$ cat src/rtl/sim_ctrl_pkg.sv
// Shared types for the simulation run controller: FSM states, status codes
// and a width helper for index ports.
package sim_ctrl_pkg;

  typedef enum logic [1:0] {
    HOLD  = 2'd0,
    RUN   = 2'd1,
    DRAIN = 2'd2,
    DONE  = 2'd3
  } state_t;

  typedef enum logic [1:0] {
    ST_RUN  = 2'd0,
    ST_PASS = 2'd1,
    ST_FAIL = 2'd2,
    ST_TMO  = 2'd3
  } status_t;

  // Index width that never collapses to zero bits for a single channel.
  function automatic int clog2_min1(input int n);
    return (n > 1) ? $clog2(n) : 1;
  endfunction

endpackage

$ cat src/rtl/sim_evt_detect.sv
// Rising-edge detector over the event channels with a lowest-index-wins
// priority encoder; the previous-level register runs in every non-reset cycle.
module sim_evt_detect
  import sim_ctrl_pkg::*;
#(
  parameter int N_CH = 3
) (
  input  logic                          sysclk,
  input  logic                          rst_n,
  input  logic [N_CH-1:0]               i_evt,
  output logic                          o_valid,
  output logic [clog2_min1(N_CH)-1:0]   o_idx
);

  localparam int CH_W = clog2_min1(N_CH);

  logic [N_CH-1:0] evt_prev_reg;
  logic [N_CH-1:0] rise_vec;

  always_ff @(posedge sysclk) begin
    if (!rst_n) begin
      evt_prev_reg <= '0;
    end else begin
      evt_prev_reg <= i_evt;
    end
  end

  for (genvar gi = 0; gi < N_CH; gi++) begin : g_rise
    assign rise_vec[gi] = i_evt[gi] & ~evt_prev_reg[gi];
  end

  // Scan from the top down so the lowest set channel is the last writer.
  always_comb begin
    o_valid = |rise_vec;
    o_idx   = '0;
    for (int i = N_CH - 1; i >= 0; i--) begin
      if (rise_vec[i]) begin
        o_idx = CH_W'(i);
      end
    end
  end

endmodule

$ cat src/rtl/sim_run_ctrl.sv
// Run controller: holds the DUT in reset, watches event channels, classifies
// the first rising edge (or a timeout), drains, then reports a sticky status.
module sim_run_ctrl
  import sim_ctrl_pkg::*;
#(
  parameter int              N_CH         = 3,
  parameter int              TIMEOUT_CYC  = 10000,
  parameter int              DRAIN_CYC    = 100,
  parameter int              RST_HOLD_CYC = 3,
  parameter logic [N_CH-1:0] FAIL_MASK    = '0,
  parameter int              CNT_W        = $clog2(TIMEOUT_CYC + 1)
) (
  input  logic                        sysclk,
  input  logic                        rst_n,
  input  logic [N_CH-1:0]             i_evt,
  output logic                        o_dut_rst,
  output logic                        o_done,
  output logic [1:0]                  o_status,
  output logic [clog2_min1(N_CH)-1:0] o_evt_ch,
  output logic [CNT_W-1:0]            o_cycles
);

  localparam int CH_W    = clog2_min1(N_CH);
  localparam int HOLD_W  = clog2_min1(RST_HOLD_CYC + 1);
  localparam int DRAIN_W = clog2_min1(DRAIN_CYC + 1);
  localparam logic [HOLD_W-1:0]  HOLD_LAST  = HOLD_W'(RST_HOLD_CYC);
  localparam logic [DRAIN_W-1:0] DRAIN_LAST = DRAIN_W'((DRAIN_CYC > 0) ? DRAIN_CYC - 1 : 0);
  localparam logic [CNT_W-1:0]   TMO_LAST   = CNT_W'(TIMEOUT_CYC - 1);

  state_t              state_reg, state_next;
  status_t             status_reg, status_next;
  logic [HOLD_W-1:0]   hold_cnt_reg, hold_cnt_next;
  logic [DRAIN_W-1:0]  drain_cnt_reg, drain_cnt_next;
  logic [CNT_W-1:0]    cycles_reg, cycles_next;
  logic [CH_W-1:0]     evt_ch_reg, evt_ch_next;
  logic                dut_rst_reg, dut_rst_next;
  logic                done_reg, done_next;

  logic                evt_valid;
  logic [CH_W-1:0]     evt_idx;

  sim_evt_detect #(
    .N_CH (N_CH)
  ) u_detect (
    .sysclk  (sysclk),
    .rst_n   (rst_n),
    .i_evt   (i_evt),
    .o_valid (evt_valid),
    .o_idx   (evt_idx)
  );

  always_ff @(posedge sysclk) begin
    if (!rst_n) begin
      state_reg     <= HOLD;
      status_reg    <= ST_RUN;
      hold_cnt_reg  <= '0;
      drain_cnt_reg <= '0;
      cycles_reg    <= '0;
      evt_ch_reg    <= '0;
      dut_rst_reg   <= 1'b1;
      done_reg      <= 1'b0;
    end else begin
      state_reg     <= state_next;
      status_reg    <= status_next;
      hold_cnt_reg  <= hold_cnt_next;
      drain_cnt_reg <= drain_cnt_next;
      cycles_reg    <= cycles_next;
      evt_ch_reg    <= evt_ch_next;
      dut_rst_reg   <= dut_rst_next;
      done_reg      <= done_next;
    end
  end

  always_comb begin
    state_next     = state_reg;
    status_next    = status_reg;
    hold_cnt_next  = hold_cnt_reg;
    drain_cnt_next = drain_cnt_reg;
    cycles_next    = cycles_reg;
    evt_ch_next    = evt_ch_reg;
    dut_rst_next   = dut_rst_reg;
    done_next      = done_reg;

    case (state_reg)
      HOLD: begin
        if (hold_cnt_reg == HOLD_LAST) begin
          state_next   = RUN;
          dut_rst_next = 1'b0;
        end else begin
          hold_cnt_next = hold_cnt_reg + 1'b1;
        end
      end

      RUN: begin
        if (cycles_reg != {CNT_W{1'b1}}) begin
          cycles_next = cycles_reg + 1'b1;
        end
        // An edge in the final RUN cycle still beats the timeout.
        if (evt_valid) begin
          evt_ch_next = evt_idx;
          status_next = FAIL_MASK[evt_idx] ? ST_FAIL : ST_PASS;
          if (DRAIN_CYC == 0) begin
            state_next = DONE;
            done_next  = 1'b1;
          end else begin
            state_next = DRAIN;
          end
        end else if (cycles_reg == TMO_LAST) begin
          status_next = ST_TMO;
          state_next  = DONE;
          done_next   = 1'b1;
        end
      end

      DRAIN: begin
        if (drain_cnt_reg == DRAIN_LAST) begin
          state_next = DONE;
          done_next  = 1'b1;
        end else begin
          drain_cnt_next = drain_cnt_reg + 1'b1;
        end
      end

      default: begin
      end
    endcase
  end

  assign o_dut_rst = dut_rst_reg;
  assign o_done    = done_reg;
  assign o_status  = status_reg;
  assign o_evt_ch  = evt_ch_reg;
  assign o_cycles  = cycles_reg;

endmodule

$ cat config.mk
export PLATFORM = sky130hd
export DESIGN_NAME = sim_run_ctrl
export DESIGN_NICKNAME = d
export VERILOG_FILES = /design/src/rtl/sim_ctrl_pkg.sv /design/src/rtl/sim_evt_detect.sv /design/src/rtl/sim_run_ctrl.sv
export SDC_FILE = /design/constraint.sdc
export NUM_CORES = 1
export LEC_CHECK = 0
export BUFFER_PORTS_ARGS = -buffer_cell sky130_fd_sc_hd__buf_2
export CORE_MARGIN = 3
export CORE_UTILIZATION = 50
export DETAILED_ROUTE_END_ITERATION = 8
export HOLD_SLACK_MARGIN = 0.08
export PLACE_DENSITY = 0.72
export REMOVE_ABC_BUFFERS = 1
export SLEW_MARGIN = 20
export SYNTH_ARGS = -nofsm -noshare
export SYNTH_HDL_FRONTEND = slang
export SYNTH_HIERARCHICAL = 1
export SYNTH_SLANG_ARGS = --single-unit
$ cat constraint.sdc
create_clock -name sysclk -period 1.9 [get_ports sysclk]
set_input_delay 0.285 -clock sysclk [delete_from_list [all_inputs] [get_ports sysclk]]
set_output_delay 0.285 -clock sysclk [all_outputs]
set_load 0.02 [all_outputs]
-- Yosys cells after proc, flatten, opt, wreduce, memory -nomap -nowiden
Index checks and enable logic that the tools add are counted.
- flip-flop bits (word level): 34
- bits of input ports: 5
- output and inout bits: 20
- logic and storage cells: 61
- add/sub/neg operators: 3
- magnitude comparators: 1
- equality and inequality tests: 11
- muxes and demuxes: 16
- bitwise logic cells: 8
- reductions and logical operators: 13
- operator list (cell ; count):
    $mux 2 ; 9
    $add 14x1->14 const B ; 1
    $eq 14x14->1 const B ; 1
    $ne 14x14->1 const B ; 1
    $reduce_and 2->1 ; 6
    $ne 2x2->1 const B ; 4
    $reduce_and 4->1 ; 2
    $add 7x1->7 const B ; 1
    $eq 7x7->1 const B ; 1
    $pmux 2 s3 ; 1
    $not 1->1 ; 5
    $eq 2x2->1 const B ; 2
    $mux 1 ; 4
    $reduce_bool 2->1 ; 2
    $and 1x1->1 ; 3
    $lt 2x3->1 const B ; 1
    $ne 3x3->1 const B ; 1
    $reduce_bool 3->1 ; 1
    $reduce_or 3->1 ; 1
    $add 2x1->2 const B ; 1
    $bmux 1 s2 ; 1
    $eq 2x1->1 const B ; 1
    $logic_not 2->1 ; 1
    $pmux 1 s2 ; 1

-- Depth between registers and ports, before layout
- depth after elaboration: 9
- gate-level depth with buffers: 7

-- Modules after synthesis
The synthesis kept the hierarchy.
- by module, submodules not included (module ; times used ; cells each ; area each (µm²) ; seq. area each (µm²)):
    sim_run_ctrl ; 1 ; 170 ; 1481.4 ; 620.6
    sim_evt_detect ; 1 ; 12 ; 145.1 ; 60.1

-- Worst setup path before layout
Ideal clock, no wire load.
- path type: reg2reg
- start point: register cycles_reg[4] (netlist: o_cycles[4])
- end point: register cycles_reg[13] (netlist: o_cycles[13])
- arrival time: 1.758 ns
- required time: 1.829 ns
- slack: 0.071 ns
- cell stages (with the launch flop): 6
- period minus slack after synthesis: 1.829 ns
- cell sequence: dfxtp_1 nand4_2 or3_1 clkbuf_1 or4_1 a21oi_1
- longest elaborated chain between the ends: 2
- elaborated cells between the ends (all ways): 3
- those cells by class: 1 x add/sub; 1 x eq/ne; 1 x reduce/logical
- RTL lines (item ; RTL line ; source):
    start, declared ; sim_run_ctrl.sv:34 ; logic [CNT_W-1:0] cycles_reg, cycles_next;
    start signal, assigned ; sim_run_ctrl.sv:67 ; cycles_reg <= cycles_next;
    parallel branches: the longest is 2 deep, another holds $add 14x1->14 ; - ;
Parallel ways; which one is timed is not known.
A chain may end at the register's enable or synchronous reset.

-- Worst setup path after layout
- start point: register cycles_reg[4] (netlist: o_cycles[4])
- end point: register cycles_reg[12] (netlist: o_cycles[12])
Same word-level chain as after synthesis.

==> impl_metrics.toml <==
[outcome]
status = "complete, no violations"

[hold_path]
min_from = "i_evt[0]"
hp-class = "input port to flop"

[pwr]
clockPowerShare_pct = 23.9
comb_power_share_pct = 28.1
p_total_mw = 1.75
seqPwrFrac_pct = 48.0
p_sw_share_pct = 32.3
intPower_mw = 1.18
ir_drop_v = 0.000550
p_leak_nw = 0.834
p_switching_mw = 0.564
power.density_nw_per_um2 = 882

[cells_and_area]
final_area_um2 = 1980
final_common_cell = "dfxtp_1"
largest_register_ffs = 14
drive_gt1_share_pct = 27.4
nFillCells = 274
layout_common_cells = "dfxtp_1, nand2_1, buf_2, a21oi_1"
diodes = 0
final_nets = 230
area_delta_synth_final_pct = 21.8

[timing]
fmax_ghz = 0.534
period_share_pct = 98.6
finClkSkew_ps = 1.92
min_period_ps = 1870
setup-violations-final = 0
final-max-slew-violation-count = 0
tightest_slew_ps = 647
setup_ws_ps = 26.9
rsz0062_at_grt = "true"
fin_setup_tns_ps = 0
slew_headroom_pct = 56.8
hold_viol_final = 0

[clock_network]
htreeDepth = 2
cts_buffers = 5
cts.reportedPaths.clkPinSlew_ps = 100
cts.sinks = 34
cts_tree = "yes"
clk-insertion-delay-late_ps = 340
holdBufCountCts = 0
clk_path_buf_depth = 2
cts_root_buf = "clkbuf_4"

[worst_setup_path]
crit_fanout = 7
crit_slowest_cell = "or4_1"
cp_cell_sequence = "nand4_2 -> or4_1 -> nor3_1 -> mux2i_1"
cpPeakStageDelay_ps = 580
rr_worst_depth = 4
startpoint = "o_cycles[4]"
worst-path-stages = 4
setup.worst_path.end_class = "flop"
cpLargestDelayFamily = "simple AND/OR/NAND/NOR gates"
worstPathArrival_ps = 2140
setup.worst_path.class = "flop to flop"
crit_end = "o_cycles[12]"
r2r_start = "o_cycles[4]"
r2r_setup_slack_ps = 30
reg2reg_to = "o_cycles[12]"
worstPathRequired_ps = 2170
setup.worst_path.start_class = "flop"
crit_buf_inv = 0

[floorplanning]
fp.dieW_um = 63.0
num_io_pins = 25
coreArea_um2 = 3080
start_util_pct = 52.8
die_h_um = 63.0
die-area_um2 = 3970
rows = 20

[global_routing]
grt_start_max_net_pins = 25
grt_overflow = 0
grt_use_total_pct = 19.1
grt_pass1_wl_mm = 6.02
antenna_found_initial = 0
grt_pass1_vias = 1390

[routing]
drt_wl_total_mm = 3.55
drt_iter0_drc = 64
ant_nets = 0
firstDrtPassIters = 4
route.detailed.drc = 0
avgRoutedWirePerCell_um = 13.5
vias = 1454
viasPerCell = 5.53

[placed_design]
portBuffers = 24
place_area_um2 = 1850
gp_congestion = 0.815
dp_slack_ps = 6.11
dp_hpwl_mm = 2.56

[logic_synthesis]
yosysWarnings = 6
netlist.area_leader.share_pct = 41.8
ys_seq_elements = 34
yosys-top-cells-area = "dfxtp_1, mux2i_1, nand2_1"
syn_inst = 182
synth_top_area_cell = "dfxtp_1"
synth.distinct_cells = 37
seq_area_frac_synth_pct = 41.8
mappedNetlistArea_um2 = 1630
synth.avg_cell_area_um2 = 8.94

[run]
maxCapViolations = 0
-- layer usage --
layer	global-route usage [%]	vias to the layer above	routed length, µm	share of wire [%]
met5	0	-	0	0
met4	6.61	0	53	1.5
met3	5.94	7	157	4.4
met2	32.9	30	1770	50
met1	22.0	693	1570	44
li1	-	724	-	-
-- area by class of cell --
| class | count | area (µm²) | area share, % |
|---|---|---|---|
| clock buffers | 7 | 55.1 | 2.78 |
| clock inverters | 1 | 5.00 | 0.253 |
| inverters | 8 | 30.0 | 1.52 |
| multi-input cells | 134 | 950 | 47.9 |
| flip-flops and latches | 34 | 683 | 34.5 |
| well taps | 44 | 55.1 | 2.78 |
| repair buffers | 35 | 203 | 10.2 |
-- cell families (layout without fill, tap and decap cells) --
family | count (synthesis) | in the layout | synth area share [%]
and+or+nand+nor | 78 | 78 | 27.6
adders and majority gates | 7 | 7 | 5.38
muxes | 9 | 9 | 5.54
buffers and inverters | 14 | 51 | 3.23
DFF | 34 | 34 | 41.8
xor gates and xnor gates | 5 | 5 | 2.69
AOI/OAI and AO/OA | 35 | 35 | 13.7
-- per-stage QoR --
| stage | instances | util, % | hold slack [ps] |
|---|---|---|---|
| finish | 263 | 64.3 | 180 |
| global route | 263 | 64.3 | 170 |
| CTS | 262 | 62.6 | 169 |
| detailed placement | 254 | 60.2 | 452 |
| global placement | 254 | 60.2 | 429 |
| floorplan | 176 | - | 347 |
-- timing repair --
item	CTS	global route
gates resized for setup	3	10
endpoints found under the hold margin	0	0
setup buffers	0	1
endpoints found under the setup margin	2	11
pin swaps	0	2
-- worst register-to-register path, cell delays in order, from the launching register on --
cell	delay, ps
dfxtp_1	450
nand4_2	210
or4_1	590
nor3_1	320
mux2i_1	240
-- power by group through the flow --
stage	Sequential (mW)	Clock [mW]	Combinational [mW]
6_report	0.838	0.418	0.491
5_1_grt	0.849	0.468	0.552
4_1_cts	0.829	0.430	0.480
3_5_place_dp	0.845	0	0.479
3_3_place_gp	0.839	0	0.458
2_1_floorplan	0.870	0	0.303
-- synthesized netlist by cell type, drive strengths merged --
cell type and n:
o311ai 2, dfxtp 34, inv 8, nand2b 6
nand4b 1, xor2 4, a21oi 14, nand3b 1
nand2 24, nor3 4, a211oi 1, nand3 6
xnor2 1, nor2b 2, o41ai 2, o211a 3
or4 5, nor3b 1, and2 4, nand4 4
o31ai 4, o211ai 2, mux2i 9, o21ai 7
or4b 1, nor2 11, clkbuf 6, or3 5
or4bb 1, nor4 2, ha 7
-- worst min-delay path by stage --
stage                               end  slack, ps  cells past startpoint
2_1_floorplan                 o_dut_rst        350                      1
3_3_place_gp                  o_dut_rst        430                      2
3_5_place_dp                     o_done        450                      2
4_1_cts        u_detect/evt_prev_reg[0]        170                      2
5_1_grt        u_detect/evt_prev_reg[0]        170                      2
6_report       u_detect/evt_prev_reg[0]        180                      2
Power figures use the tool's default switching activity.
